`config.mk`:
```
export PLATFORM = sky130hd
export DESIGN_NAME = fp_normalizer_pipe
export DESIGN_NICKNAME = d
export VERILOG_FILES = /design/src/rtl/fp_normalizer_pipe.sv
export SDC_FILE = /design/constraint.sdc
export NUM_CORES = 1
export LEC_CHECK = 0
export ABC_AREA = 1
export CORE_MARGIN = 3
export CORE_UTILIZATION = 45
export CTS_CLUSTER_SIZE = 16
export DETAILED_ROUTE_END_ITERATION = 16
export SETUP_SLACK_MARGIN = 0.1
export SLEW_MARGIN = 30
export SYNTH_ARGS = -nofsm -noshare
export SYNTH_HDL_FRONTEND = slang
export SYNTH_SLANG_ARGS = --single-unit
```
`constraint.sdc`:
```
create_clock -name clk -period 11.7 [get_ports clk]
set_clock_uncertainty 0.15 [all_clocks]
set_input_delay 1.17 -clock clk [delete_from_list [all_inputs] [get_ports clk]]
set_output_delay 1.17 -clock clk [all_outputs]
set_load 0.005 [all_outputs]
```
`src/rtl/fp_normalizer_pipe.sv`:
```
// fp_normalizer_pipe: 3-stage normalise / shift / round pipeline producing a packed IEEE-754 result.
// Define FP_NORM_ROUND_MODES_EN to add in_rm (RNE/RTZ/RDN/RUP/RMM); the default build is RNE only.
module fp_normalizer_pipe #(
  parameter int EXP_W = 8,
  parameter int MAN_W = 23,
  parameter int IN_W  = 2*MAN_W+3
) (
  input  logic                 clk,
  input  logic                 rst,
  input  logic                 in_valid,
  output logic                 in_ready,
  input  logic                 in_sign,
  input  logic [IN_W-1:0]      in_man,
  input  logic [EXP_W:0]       in_exp,
`ifdef FP_NORM_ROUND_MODES_EN
  input  logic [2:0]           in_rm,
`endif
  output logic                 out_valid,
  input  logic                 out_ready,
  output logic [EXP_W+MAN_W:0] out_result,
  output logic                 out_overflow,
  output logic                 out_underflow,
  output logic                 out_inexact
);
  localparam int LO_W  = IN_W - 2;
  localparam int LZC_W = $clog2(LO_W);
  localparam int LZC_N = 1 << LZC_W;
  localparam int SH_W  = LZC_W + 1;
  localparam int XW    = EXP_W + 2;
  localparam int G_BIT = LO_W - 1 - MAN_W;
  localparam logic [XW-1:0] EXP_MAX = XW'((1 << EXP_W) - 1);

  // Log-tree leading-zero count; node i at level l+1 merges nodes 2i (upper) and 2i+1 (lower).
  function automatic logic [SH_W-1:0] lzc(input logic [LZC_N-1:0] v);
    logic            vld [LZC_N];
    logic [SH_W-1:0] cnt [LZC_N];
    for (int i = 0; i < LZC_N; i++) begin
      vld[i] = v[LZC_N-1-i];
      cnt[i] = '0;
    end
    for (int l = 0; l < LZC_W; l++) begin
      for (int i = 0; i < (LZC_N >> (l + 1)); i++) begin
        cnt[i] = vld[2*i] ? cnt[2*i] : SH_W'(1 << l) + cnt[2*i+1];
        vld[i] = vld[2*i] | vld[2*i+1];
      end
    end
    return cnt[0];
  endfunction

  logic                 s1_valid, s1_sign, s1_sticky, s1_zero, s1_neg;
  logic [IN_W-1:0]      s1_man;
  logic [XW-1:0]        s1_exp;
  logic [SH_W-1:0]      s1_shift;
  logic                 s2_valid, s2_sign, s2_sticky, s2_zero, s2_flush;
  logic [LO_W-1:0]      s2_man;
  logic [XW-1:0]        s2_exp;
`ifdef FP_NORM_ROUND_MODES_EN
  logic [2:0]           s1_rm, s2_rm;
`endif

  logic s1_adv, s2_adv, s3_adv;
  assign s3_adv   = !out_valid | out_ready;
  assign s2_adv   = !s2_valid | s3_adv;
  assign s1_adv   = !s1_valid | s2_adv;
  assign in_ready = s1_adv;

  logic [LZC_N-1:0] lzc_in;
  logic [IN_W-1:0]  s1_man_d;
  logic [XW-1:0]    s1_exp_d;
  logic [SH_W-1:0]  s1_shift_d;
  logic             s1_sticky_d, s1_zero_d;

  always_comb begin
    // Pad below the fraction with ones so the count saturates inside the real bits.
    lzc_in                   = '1;
    lzc_in[LZC_N-1 -: LO_W]  = in_man[LO_W-1:0];
    s1_man_d    = in_man;
    s1_exp_d    = XW'(in_exp[EXP_W-1:0]);
    s1_shift_d  = '0;
    s1_sticky_d = 1'b0;
    s1_zero_d   = 1'b0;
    if (in_man[IN_W-1]) begin
      s1_man_d    = in_man >> 1;
      s1_exp_d    = s1_exp_d + XW'(1);
      s1_sticky_d = in_man[0];
    end else if (!in_man[IN_W-2]) begin
      if (in_man == '0) begin
        s1_zero_d = 1'b1;
        s1_exp_d  = '0;
      end else begin
        s1_shift_d = lzc(lzc_in) + SH_W'(1);
      end
    end
  end

  logic [LO_W-1:0] s2_man_d;
  logic [XW-1:0]   s2_exp_d;
  logic            s2_flush_d;

  always_comb begin
    s2_man_d   = LO_W'(s1_man << s1_shift);
    s2_exp_d   = s1_exp - XW'(s1_shift);
    s2_flush_d = !s1_zero && (s1_neg || s2_exp_d[XW-1] || (s2_exp_d == '0));
    if (s1_zero) s2_exp_d = '0;
  end

  logic [MAN_W-1:0]     frac;
  logic [MAN_W:0]       frac_r;
  logic [XW-1:0]        exp_f;
  logic                 g_bit, s_bit, inc, ovf_to_max;
  logic [EXP_W+MAN_W:0] res_d;
  logic                 ovf_d, unf_d, inx_d;

  always_comb begin
    frac       = s2_man[LO_W-1 -: MAN_W];
    g_bit      = s2_man[G_BIT];
    s_bit      = (|s2_man[G_BIT-1:0]) | s2_sticky;
    inc        = g_bit & (s_bit | frac[0]);
    ovf_to_max = 1'b0;
`ifdef FP_NORM_ROUND_MODES_EN
    case (s2_rm)
      3'b001:  inc = 1'b0;
      3'b010:  inc = (g_bit | s_bit) & s2_sign;
      3'b011:  inc = (g_bit | s_bit) & !s2_sign;
      3'b100:  inc = g_bit;
      default: inc = g_bit & (s_bit | frac[0]);
    endcase
    ovf_to_max = (s2_rm == 3'b001) || ((s2_rm == 3'b010) && !s2_sign) ||
                 ((s2_rm == 3'b011) && s2_sign);
`endif
    frac_r = {1'b0, frac} + (MAN_W+1)'(inc);
    exp_f  = s2_exp + XW'(frac_r[MAN_W]);
    res_d  = {s2_sign, exp_f[EXP_W-1:0], frac_r[MAN_W-1:0]};
    ovf_d  = 1'b0;
    unf_d  = 1'b0;
    inx_d  = g_bit | s_bit;
    if (s2_zero) begin
      res_d = {s2_sign, {(EXP_W+MAN_W){1'b0}}};
      inx_d = 1'b0;
    end else if (s2_flush) begin
      res_d = {s2_sign, {(EXP_W+MAN_W){1'b0}}};
      unf_d = 1'b1;
      inx_d = 1'b1;
    end else if (!exp_f[XW-1] && (exp_f >= EXP_MAX)) begin
      ovf_d = 1'b1;
      inx_d = 1'b1;
      if (ovf_to_max) res_d = {s2_sign, {(EXP_W-1){1'b1}}, 1'b0, {MAN_W{1'b1}}};
      else            res_d = {s2_sign, {EXP_W{1'b1}}, {MAN_W{1'b0}}};
    end
  end

  always_ff @(posedge clk or posedge rst) begin
    if (rst) begin
      s1_valid      <= 1'b0;
      s1_sign       <= 1'b0;
      s1_man        <= '0;
      s1_exp        <= '0;
      s1_shift      <= '0;
      s1_sticky     <= 1'b0;
      s1_zero       <= 1'b0;
      s1_neg        <= 1'b0;
      s2_valid      <= 1'b0;
      s2_sign       <= 1'b0;
      s2_man        <= '0;
      s2_exp        <= '0;
      s2_sticky     <= 1'b0;
      s2_zero       <= 1'b0;
      s2_flush      <= 1'b0;
`ifdef FP_NORM_ROUND_MODES_EN
      s1_rm         <= '0;
      s2_rm         <= '0;
`endif
      out_valid     <= 1'b0;
      out_result    <= '0;
      out_overflow  <= 1'b0;
      out_underflow <= 1'b0;
      out_inexact   <= 1'b0;
    end else begin
      if (s3_adv) begin
        out_valid <= s2_valid;
        if (s2_valid) begin
          out_result    <= res_d;
          out_overflow  <= ovf_d;
          out_underflow <= unf_d;
          out_inexact   <= inx_d;
        end
      end
      if (s2_adv) begin
        s2_valid <= s1_valid;
        if (s1_valid) begin
          s2_sign   <= s1_sign;
          s2_man    <= s2_man_d;
          s2_exp    <= s2_exp_d;
          s2_sticky <= s1_sticky;
          s2_zero   <= s1_zero;
          s2_flush  <= s2_flush_d;
`ifdef FP_NORM_ROUND_MODES_EN
          s2_rm     <= s1_rm;
`endif
        end
      end
      if (s1_adv) begin
        s1_valid <= in_valid;
        if (in_valid) begin
          s1_sign   <= in_sign;
          s1_man    <= s1_man_d;
          s1_exp    <= s1_exp_d;
          s1_shift  <= s1_shift_d;
          s1_sticky <= s1_sticky_d;
          s1_zero   <= s1_zero_d;
          s1_neg    <= in_exp[EXP_W];
`ifdef FP_NORM_ROUND_MODES_EN
          s1_rm     <= in_rm;
`endif
        end
      end
    end
  end

endmodule

```
== Word level (Yosys, flattened, before mapping) ==
Index checks and enable logic that the tools add are counted.
Storage, ports and cells
  bits in registers: 169
  output and inout port bits: 37
  word-level logic and storage cells: 184
Cells by class
  add/sub/neg operators: 28
  $lt $le $gt $ge: 1
  shifts and indexed selects: 1
  muxes and demuxes: 70
  bitwise logic cells: 49
  reduce and logical (&&, ||, !) cells: 15
Operators with widths (number)
  $mux 31: 3
  $logic_not 49->1: 1
  $shl 49x7->47: 1
  $mux 48: 1
  $or 1x1->1: 48
  $add 2x1->3 const A: 12
  $mux 1: 36
  $mux 3: 12
  $mux 10: 3
  $mux 7: 4
  $add 23x1->24: 1
  $add 3x3->4 const A: 6
  $mux 4: 6
  $reduce_or 23->1: 1
  $add 4x4->5 const A: 3
  $mux 5: 3
  $add 10x1->10: 1
  $ge 10x8->1 const B: 1
  $logic_not 10->1: 1
  $sub 10x7->10: 1
  $add 8x1->9 const B: 1
  $mux 8: 1
  $add 6x5->7 const A: 1
  $add 7x1->7 const B: 1
  other kinds (7): 15

== Logic depth before layout (Yosys ltp) ==
Gate-level depths: netlist of the first run.
  depth after elaboration: 14
  depth in mapped cells: 21
  depth with buffers taken out: 21

== Least setup slack after synthesis of the first run ==
Ideal clock, no wire load.
  path type: register to register
  start: register s2_man[26]
  end: register out_result[4]
  setup time: 0.123 ns
  data arrival time: 2.537 ns
  data required time: 11.427 ns
  slack: 8.889 ns
  stages on the path, launching flop included: 22
  path through: dfrtp_1 inv_1 nor3_1 nand2_1 inv_1 nand4_1 nor3_1 nand2_1 nor3b_1 ha_1 nand2_2 nor2_4 nand2_1 nor2_2 nand3_1 nand2_1 nor2_1 nand2_2 nand2_4 nand2_4 buf_8 o21ai_2
On the way
  cells in the longest elaborated chain, start to end: 7
Ends and longest elaborated chain
  from (decl): line 55  | logic [LO_W-1:0] s2_man;
  from (signal assigned): line 192  | s2_man <= s2_man_d;
  $add 23x1->24 *: line 131  | frac_r = {1'b0, frac} + (MAN_W+1)'(inc);
  $add 10x1->10: line 132  | exp_f = s2_exp + XW'(frac_r[MAN_W]);
  $ge 10x8->1 / $logic_not 1->1 (equally long branches): line 144  | end else if (!exp_f[XW-1] && (exp_f >= EXP_MAX)) begin
  $logic_and 1x1->1: line 144
  $mux 31 *: line 144
  $mux 31 *: line 140  | end else if (s2_flush) begin
  $mux 31 *: line 137  | if (s2_zero) begin
  to (signal assigned): line 182  | out_result <= res_d;
  to (decl): line 20  | output logic [EXP_W+MAN_W:0] out_result,
Every way passes the cells marked *; elsewhere a longest branch is shown, timed or not.
A chain may end at the register's enable or synchronous reset.

== Worst setup path after layout of the first run ==
  start: register s2_man[26]
  end: register out_result[18]
Same word-level chain as after synthesis.

==> results list, run 1 <==
* Result of the run: complete, no violations
* Area enclosed by the die boundary: 26800 um2
- The initial utilization of the core area, before any placement, comes to 45.9%.
- The tool flagged a number of max-cap violations equal to 0.
- Reg-to-Reg Start: s2_man[26]
* Fraction of final layout cells sized beyond drive strength 1: 6.02%
- TritonCTS created 17 clock buffers.
- Hold repair after CTS inserted 0 buffers.
- On the critical path the largest part of the delay comes from simple AND/OR/NAND/NOR gates.
- Data on the critical path is required at its endpoint by 11.86 ns.
* Data arrival time of the critical path: 3.84 ns
* RSZ-0062 raised after global routing: false
* Number of antenna violations at the first check in global routing: 0
- Hold Vio Cnt, Final: 0
- Maximum clock rate: around 0.27 GHz
- Highest ir drop seen on vdd: 0.0856 mV
- Cell Area, Synth: 11200 um2
* Clk slew on worst S/H paths: approximately 0.07 ns
- The number of antenna diodes in the final layout is 0.
- Die span in y: approximately 160 um
- For this block, the via count after detailed routing is 10.9k.
- Period minus WS final: 3.68 ns
- In this run the core area contains 57 standard-cell rows.
* Port-buffer cells: between 90 and 100
- Entering global routing, the biggest net connects 103 pins.
- Setup slack of the critical path after layout: 8.02 ns
* Number of cells produced by synthesis: 1620
- The number of cells on the worst reg-to-reg path is 20.
- Sum of negative setup slack: 0 ns
- Sequential cells were found to cover between 30 and 40% of the synthesized design area.
* 1st-pass router iterations: 5
* Power density normalized to cell area: roughly 180 nW/um2
* Number of stages on the worst hold path: 2
- Top cell by count, worst path: sky130_fd_sc_hd__nand2_1
- HP Start: out_result[13]
- In this run the number of H-tree levels came out at 4.
* Most common cell after layout, fill and taps aside: sky130_fd_sc_hd__nand2_1
- Crit path buf inv count: 2
- Ports placed on the boundary: 100
* Rel. slew slack: 38.9%
- Synthesis produced a netlist with a net count of ~1.7k.
- Number of nets with antenna violations after detailed routing: 0
- Worst-case register-to-register setup slack: roughly 8.0 ns
- Post-CTS repair changed the size of 0 cells.
* Number of nets in the finished design: 1742
* Core Area: 24400 um2
* Via count of the first global-routing pass: slightly above 10k
* Category of the worst setup path launch point: flop
- Measured along the x axis, the die boundary spans 164 um.
- Total number of yosys warnings: 0
- For this run, the slowest stage of the critical path takes 0.40 ns.
- Routability-driven placement finished with a final weighted congestion of 0.924.
* Hold WC Path Type: reg -> reg
- Pre-CTS setup slack: 7.44 ns
* Root buffer cell: sky130_fd_sc_hd__clkbuf_16
* Detailed-route DRC error count: 0
* Half-perimeter wire length after detailed placement: 24500 um
* Latest clock arrival within the worst-skew pair: 0.44 ns
* Clock tree from TritonCTS: built
- Top fanout value on the critical path: 22
- Wire per inst: 16.6 um
- Final period util: 31.5%
- Across every metal layer, demand over resource in global routing totals 25.2%.
- For the pin with the worst max-slew slack, the measured transition is a little over 0.9 ns.
- Setup violations remaining at the end of the flow were counted as 0.
- After the first detailed-routing iteration, the DRC count stood at between 900 and 1k.
- Worst Hold End: out_result[13]
- The clock drives 166 sinks.
- The slowest stage of the critical path is the sky130_fd_sc_hd__nor3b_1 cell.
* Average vias per placed instance: 5.45
* Aggregate global routing overflow: 0
- Largest buffer count on any clock path: 2
* Total length of routed wires: 33200 um
- Lkg Pwr: 6.06 nW
* Total power consumption of the routed design: 2.32 mW
- Avg Inst Size Synth: approximately 7 um2
- By startpoint and endpoint, the worst setup path is classified as reg -> reg.
* Final count of pins violating max slew: 0
- Commonest cells after routing, fill and taps aside: 464 x sky130_fd_sc_hd__nand2_1, 239 x sky130_fd_sc_hd__nand3_1, 164 x sky130_fd_sc_hd__dfrtp_1, 157 x sky130_fd_sc_hd__inv_1, 130 x sky130_fd_sc_hd__o21ai_0
* First-pass GRT wire length: 53600 um
- Series of cell instances along the critical path: inv_1 -> nor3_1 -> nand2_1 -> inv_1 -> nand4_1 -> nor3_1 -> nand2_1 -> nor3b_1 -> ha_1 -> nand2_2 -> nor2_4 -> nand2_1 -> nor2_2 -> nand3_1 -> nand2_1 -> nor2_1 -> nand2_2 -> nand2_4 -> nand2_4 -> o21ai_0
- In this run, synthesis produced a sequential element count of approximately 170.
- Synthesis instantiated 46 different standard cells from the library.
* Post-CTS repair timing setup buffer count: 0
* Critical Path End Type: flop
* Area growth, synth to finish: 15.2%
- In this run the critical register-to-register path is captured at out_result[18].
-- layer usage --
metal  wire length (um)  global-route usage [%]  part of all wire, %
met5                  0                       0                    0
met4                765                    7.61                  2.3
met3               1630                    2.80                  4.9
met2              15200                    40.0                   46
met1              15600                    36.4                   47
-- through the flow --
stage	hold slack [ns]	instance area, um2	utilization, %	cells
3_3_place_gp	0.315	12300	50.4	1970
5_1_grt	0.351	12900	52.9	2003
4_1_cts	0.337	12900	52.8	2002
2_1_floorplan	0.299	11200	-	1620
3_5_place_dp	0.318	12300	50.4	1970
6_report	0.333	12900	52.9	2003
-- cells by family (layout without fill, tap and decap cells) --
kind of cell	after synthesis	count (layout)	share of synthesized area, %
compound gates	287	287	15.4
xor+xnor	26	26	2.03
fa+ha+maj	13	13	1.52
buf+inv	252	311	9.23
flops	166	166	37.1
mux	19	19	1.70
simple gates	857	857	33.0
-- worst max path at each step --
stage / slack [ns] / to / startpoint / cells past startpoint
floorplan: 5.89 / out_inexact / rst / 1
global placement: 7.58 / s1_shift[0] / out_ready / 10
detailed placement: 7.44 / s1_shift[0] / out_ready / 10
CTS: 7.90 / s1_shift[0] / out_ready / 10
global route: 7.70 / out_result[18] / s2_man[26] / 19
finish: 8.02 / out_result[18] / s2_man[26] / 20
-- state kept, by name, summed over array words and instances (netlist names), 7 cells and up --
name	count
s1_exp	9
s1_shift	7
s2_man	47
s1_man	47
s2_exp	10
out_result	32
-- cells in the mapped netlist, drive strengths merged --
cell | number | area [um2]
o21ai | 160 | 876
clkinv | 1 | 3.75
mux2i | 19 | 190
dfrtp | 166 | 4150
o311ai | 2 | 17.5
nand2 | 471 | 1800
inv | 164 | 616
fa | 1 | 20.0
nor4 | 1 | 6.26
o211ai | 54 | 410
nor3 | 15 | 85.1
nor3b | 4 | 35.0
ha | 12 | 150
a22oi | 8 | 60.1
o31ai | 1 | 7.51
a21oi | 35 | 175
a22o | 1 | 8.76
o22ai | 13 | 81.3
clkbuf | 41 | 154
o32ai | 1 | 8.76
or2 | 2 | 12.5
nand3b | 2 | 15.0
o21bai | 3 | 22.5
buf | 46 | 262
nand4 | 17 | 106
nand3 | 240 | 1210
a31oi | 8 | 50.1
xnor2 | 11 | 96.3
nor2 | 105 | 442
o221ai | 1 | 8.76
xor2 | 15 | 131
-- layout make-up --
cell class              count  area (um2)
repair buffers            114        1120
inverters                 165         624
clock inverters            15         159
well taps                 324         405
clock buffers              17         425
multi-input cells        1202        6020
fillers                  2495       11500
flip-flops and latches    166        4160
-- power breakdown --
| group | leakage [nW] | switching (mW) | internal (mW) |
|---|---|---|---|
| sequential | 2.06 | 0.134 | 0.751 |
| combinational | 3.72 | 0.523 | 0.345 |
| clock | 0.278 | 0.283 | 0.286 |
-- tightest hold or removal path, stage by stage (launching register included) --
cell and delay [ns]:
sky130_fd_sc_hd__dfrtp_1 0.35, sky130_fd_sc_hd__nand2_1 0.06, sky130_fd_sc_hd__o21ai_2 0.04
No activity file was read; power rests on OpenSTA's default activity.
==> run 2: changes to the inputs <==
clock period = 3.4 ns   (was 11.7 ns; I/O delays follow)
==> run 2 against run 1 <==
Effect of this change: global-route usage is 0.25 points lower; combinational power grew to 3.6 times the previous value; worst hold slack got worse by 0.076 ns; sequential power grew to 3.4 times the previous value; first-iteration DRC count fell by 1.0%; highest routed layer unchanged; die area is the same; register-to-register slack worse by 7.8 ns; power grew to 3.5 times the previous value; routed wire length fell by 0.60%; largest cell class unchanged; via count increased by 0.40%; sequential share of layout area is 0.68 points lower; core utilization increased by 1.1 points.
==> results list, run 2 (synthesis gave the netlist of run 1 again) <==
- Clock network fraction of design power: 24.2% (was 24.5%)
- Maximum number of pins on one net before global-route repair: 86 (was 103)
* Slowest CP cell: sky130_fd_sc_hd__dfrtp_1 (was sky130_fd_sc_hd__nor3b_1)
- Number of DRC violations after detailed-routing iteration 0: 981 (was 991)
- Latest clock arrival within the worst-skew pair: 0.43 ns (was 0.44 ns)
* Total via count in the routed design: 11.0k (was 10.9k)
* Category of the worst setup path launch point: flop (unchanged)
* Initial standard-cell utilization of the core: 45.9% (unchanged)
- The number of vias per cell after detailed routing came to 5.43 (was 5.45).
* Crit path buf inv count: 3 (was 2)
- Family with the most delay on the worst path: simple AND/OR/NAND/NOR gates (unchanged)
- Via count of the first global-routing pass: 10.2k (was 10.1k)
* Clock buffer count from CTS: 17 (unchanged)
- The maximum vdd drop came to 0.377 mV (was 0.0856 mV).
* Clk slew on worst S/H paths: 0.07 ns (about the same)
- The origin of the worst setup path was s2_man[27] (was s2_man[26]).
* Worst endpoint required time: 3.57 ns (was 11.86 ns)
- The data arrival at the endpoint of the critical path is 3.36 ns (was 3.84 ns).
- Reg-to-Reg Start: s2_man[27] (was s2_man[26])
* Count of cells along the worst register-to-register path: 22 (was 20)
- Number of nets with antenna violations after detailed routing: 0 (unchanged)
- Critical Path End Type: flop (unchanged)
- End of the worst register-to-register path: out_result[22] (was out_result[18])
- Core Area: 24400 um2 (unchanged)
* Worst-case register-to-register setup slack: 0.21 ns (was 8.02 ns)
* MaxCap Viol Count: 0 (unchanged)
- Lkg Pwr: 6.17 nW (was 6.06 nW)
- The final total power is 8.13 mW (was 2.32 mW).
* Maximum clock rate: 0.314 GHz (was 0.271 GHz)
* Wire per inst: 16.3 um (was 16.6 um)
* Half-perimeter wire length after detailed placement: 24700 um (was 24500 um)
- The count of buffers from port buffering came to 99 (unchanged).
* Comb power frac: 38.5% (was 37.4%)
- Largest incremental delay on the critical path: 0.38 ns (was 0.40 ns)
- The number of diodes came to 0 (unchanged).
* First-pass GRT wire length: 53700 um (was 53600 um)
- # placed instances: 1979 (was 1970)
- End-of-flow core utilization: 54.0% (was 52.9%)
- Detailed-route DRC error count: 0 (unchanged)
- Number of gates on the worst path with buffers counted: 22 (was 20)
- Setup Viol. Count Final: 0 (unchanged)
* Number of antenna violations at the first check in global routing: 0 (unchanged)
- Area growth, synth to finish: 17.6% (was 15.2%)
* Overall fraction of global-route tracks in use: 25.0% (was 25.2%)
* Root buffer cell: sky130_fd_sc_hd__clkbuf_16 (unchanged)
- 1st-pass router iterations: 6 (was 5)
- Most common cell after layout, fill and taps aside: sky130_fd_sc_hd__nand2_1 (unchanged)
* Hold Vio Cnt, Final: 0 (unchanged)
- RSZ-0062 raised after global routing: true (was false).
- Period minus WS final: 3.19 ns (was 3.68 ns)
- The final-report max-slew violation count came to 0 (unchanged).
- The floorplan die area was 26800 um2 (unchanged).
- The top-level I/O count is 100 (unchanged).
- The switching share of power is 39.5% (was 40.5%).
- The period utilization was 93.7% (was 31.5%).
- Cell-internal power: 4.92 mW (was 1.38 mW)
- Largest registers: s1_man x47, s2_man x47, out_result x32 (unchanged)
- Result of the run: complete, no violations (unchanged)
* Sequential cell area: 4160 um2 (about the same)
* Rel. slew slack: 41.7% (was 38.9%)
- Total length of routed wires: 33000 um (was 33200 um)
* Top fanout value on the critical path: 8 (was 22)
- Rows: 57 (unchanged)
- The net switching power came to 3.21 mW (was 0.940 mW).
- Endpoint of the worst setup timing path: out_result[22] (was out_result[18])
- Commonest cells after routing, fill and taps aside: 462 x sky130_fd_sc_hd__nand2_1, 237 x sky130_fd_sc_hd__nand3_1, 165 x sky130_fd_sc_hd__dfrtp_1, 156 x sky130_fd_sc_hd__inv_1, 130 x sky130_fd_sc_hd__o21ai_0 (was 464 x sky130_fd_sc_hd__nand2_1, 239 x sky130_fd_sc_hd__nand3_1, 164 x sky130_fd_sc_hd__dfrtp_1, 157 x sky130_fd_sc_hd__inv_1, 130 x sky130_fd_sc_hd__o21ai_0)
* Area of the multi-input gates: 6090 um2 (was 6020 um2)
- Post-route non-filler standard cell count: 2020 (was 2003)
- The fraction of met2 tracks used by global routing is 40.2% (was 40.0%).
* CTS sink cnt: 166 (unchanged)
* Aggregate global routing overflow: 0 (unchanged)
- The slew at the pin closest to its max-slew limit came to 0.874 ns (was 0.916 ns).
- Die span in y: 164 um (unchanged)
* Global-route met1 utilization: 35.5% (was 36.4%)
* Series of cell instances along the critical path: nand2_2 -> nor3_2 -> nand2_1 -> inv_2 -> nand4_1 -> nor3_2 -> nand2_1 -> nor3b_2 -> buf_4 -> ha_4 -> nand2_4 -> nor2_4 -> nand2_1 -> nor2_2 -> nand3_2 -> nand2_2 -> nor2_2 -> nand2_2 -> nand2_4 -> nand2_8 -> clkbuf_16 -> o21ai_2 (was inv_1 -> nor3_1 -> nand2_1 -> inv_1 -> nand4_1 -> nor3_1 -> nand2_1 -> nor3b_1 -> ha_1 -> nand2_2 -> nor2_4 -> nand2_1 -> nor2_2 -> nand3_1 -> nand2_1 -> nor2_1 -> nand2_2 -> nand2_4 -> nand2_4 -> o21ai_0)
* Critical Setup Path Class: reg -> reg (unchanged)
* Grt met3 use: 3.03% (was 2.80%)
- Horizontal die dimension: 164 um (unchanged)
- The share of power burned in registers came to 37.2% (was 38.1%).
- Fraction of final layout cells sized beyond drive strength 1: 7.72% (was 6.02%)
- The power per unit of standard cell area is 617 nW/um2 (was 180 nW/um2).
* Clock tree from TritonCTS: built (unchanged)
- The maximum clock path buffer count was 2 (unchanged).
- Total of fill cells in the finished design: 2500 (was 2495)
* Most congested layer reported by global routing: met2 (unchanged)
- Hold WC Path Type: in -> async (was reg -> reg)
- Count of H-tree levels built during CTS: 4 (unchanged)
- Final weighted congestion in routability-driven placement: 0.937 (was 0.924)
* Number of nets in the finished design: 1759 (was 1742)
[run 2: cell types whose count changed in the layout (fill, tap and decap cells not counted), sizes merged]
| cell | previous run | this run |
|---|---|---|
| bufinv | 0 | 1 |
| buf | 16 | 32 |
| clkinvlp | 3 | 2 |
| inv | 170 | 169 |
| clkbuf | 17 | 20 |
| clkinv | 7 | 6 |
[run 2: worst min-delay path by stage]
stage                     cells after the start        endpoint
after floorplan                               2         s1_sign
after global placement                        2  out_result[17]
after detailed placement                      2  out_result[14]
after CTS                                     4      s1_man[43]
after global routing                          4      s1_man[43]
final                                         2      s2_man[35]
[run 2: stage by stage]
stage	hold slack, ns	area (um2)	worst slack [ns]	setup TNS, ns
after detailed placement	0.319	12400	0.0936	0
after global placement	0.314	12400	0.228	0
after global routing	0.263	13200	-0.0260	-0.232
after floorplan	0.299	11200	0.589	0
after CTS	0.245	13000	0.121	0
final	0.257	13200	0.215	0
[run 2: power groups by stage]
| stage | Sequential, mW | Combinational [mW] | Clock (mW) |
|---|---|---|---|
| 2_1_floorplan | 2.96 | 1.99 | 0 |
| 3_3_place_gp | 3.04 | 3.02 | 0 |
| 3_5_place_dp | 3.06 | 3.04 | 0 |
| 4_1_cts | 3.02 | 3.06 | 2.01 |
| 5_1_grt | 3.11 | 3.53 | 2.09 |
| 6_report | 3.03 | 3.13 | 1.97 |
[run 2: cell type report]
| cell class | instances | area share, % |
|---|---|---|
| multi-input combinational | 1202 | 46.2 |
| sequential | 166 | 31.5 |
| timing repair buffer | 131 | 9.91 |
| inverter | 165 | 4.73 |
| clock buffer | 19 | 3.36 |
| tap | 324 | 3.08 |
| clock inverter | 13 | 1.19 |
[run 2: worst reg2reg max path: stages (launching register included)]
cell and delay [ns]:
sky130_fd_sc_hd__dfrtp_1 0.38, sky130_fd_sc_hd__nand2_2 0.08, sky130_fd_sc_hd__nor3_2 0.22, sky130_fd_sc_hd__nand2_1 0.11, sky130_fd_sc_hd__inv_2 0.06, sky130_fd_sc_hd__nand4_1 0.12, sky130_fd_sc_hd__nor3_2 0.21, sky130_fd_sc_hd__nand2_1 0.09
sky130_fd_sc_hd__nor3b_2 0.17, sky130_fd_sc_hd__buf_4 0.15, sky130_fd_sc_hd__ha_4 0.15, sky130_fd_sc_hd__nand2_4 0.06, sky130_fd_sc_hd__nor2_4 0.16, sky130_fd_sc_hd__nand2_1 0.08, sky130_fd_sc_hd__nor2_2 0.17, sky130_fd_sc_hd__nand3_2 0.10
sky130_fd_sc_hd__nand2_2 0.09, sky130_fd_sc_hd__nor2_2 0.05, sky130_fd_sc_hd__nand2_2 0.09, sky130_fd_sc_hd__nand2_4 0.09, sky130_fd_sc_hd__nand2_8 0.09, sky130_fd_sc_hd__clkbuf_16 0.17, sky130_fd_sc_hd__o21ai_2 0.05
[run 2: per-layer routing]
metal / routed length [um] / share of wire, %
met5: 0 / 0
met4: 793 / 2.4
met3: 1630 / 4.9
met2: 15100 / 46
met1: 15400 / 47
[run 2: repair_timing]
item / CTS / global route
resized for setup: 1 / 18
hold endpoints to repair: 0 / 0
setup buffers: 0 / 8
hold buffers: 0 / 0
cloned: 0 / 1
setup endpoints to repair: 16 / 33
pin swaps: 0 / 12
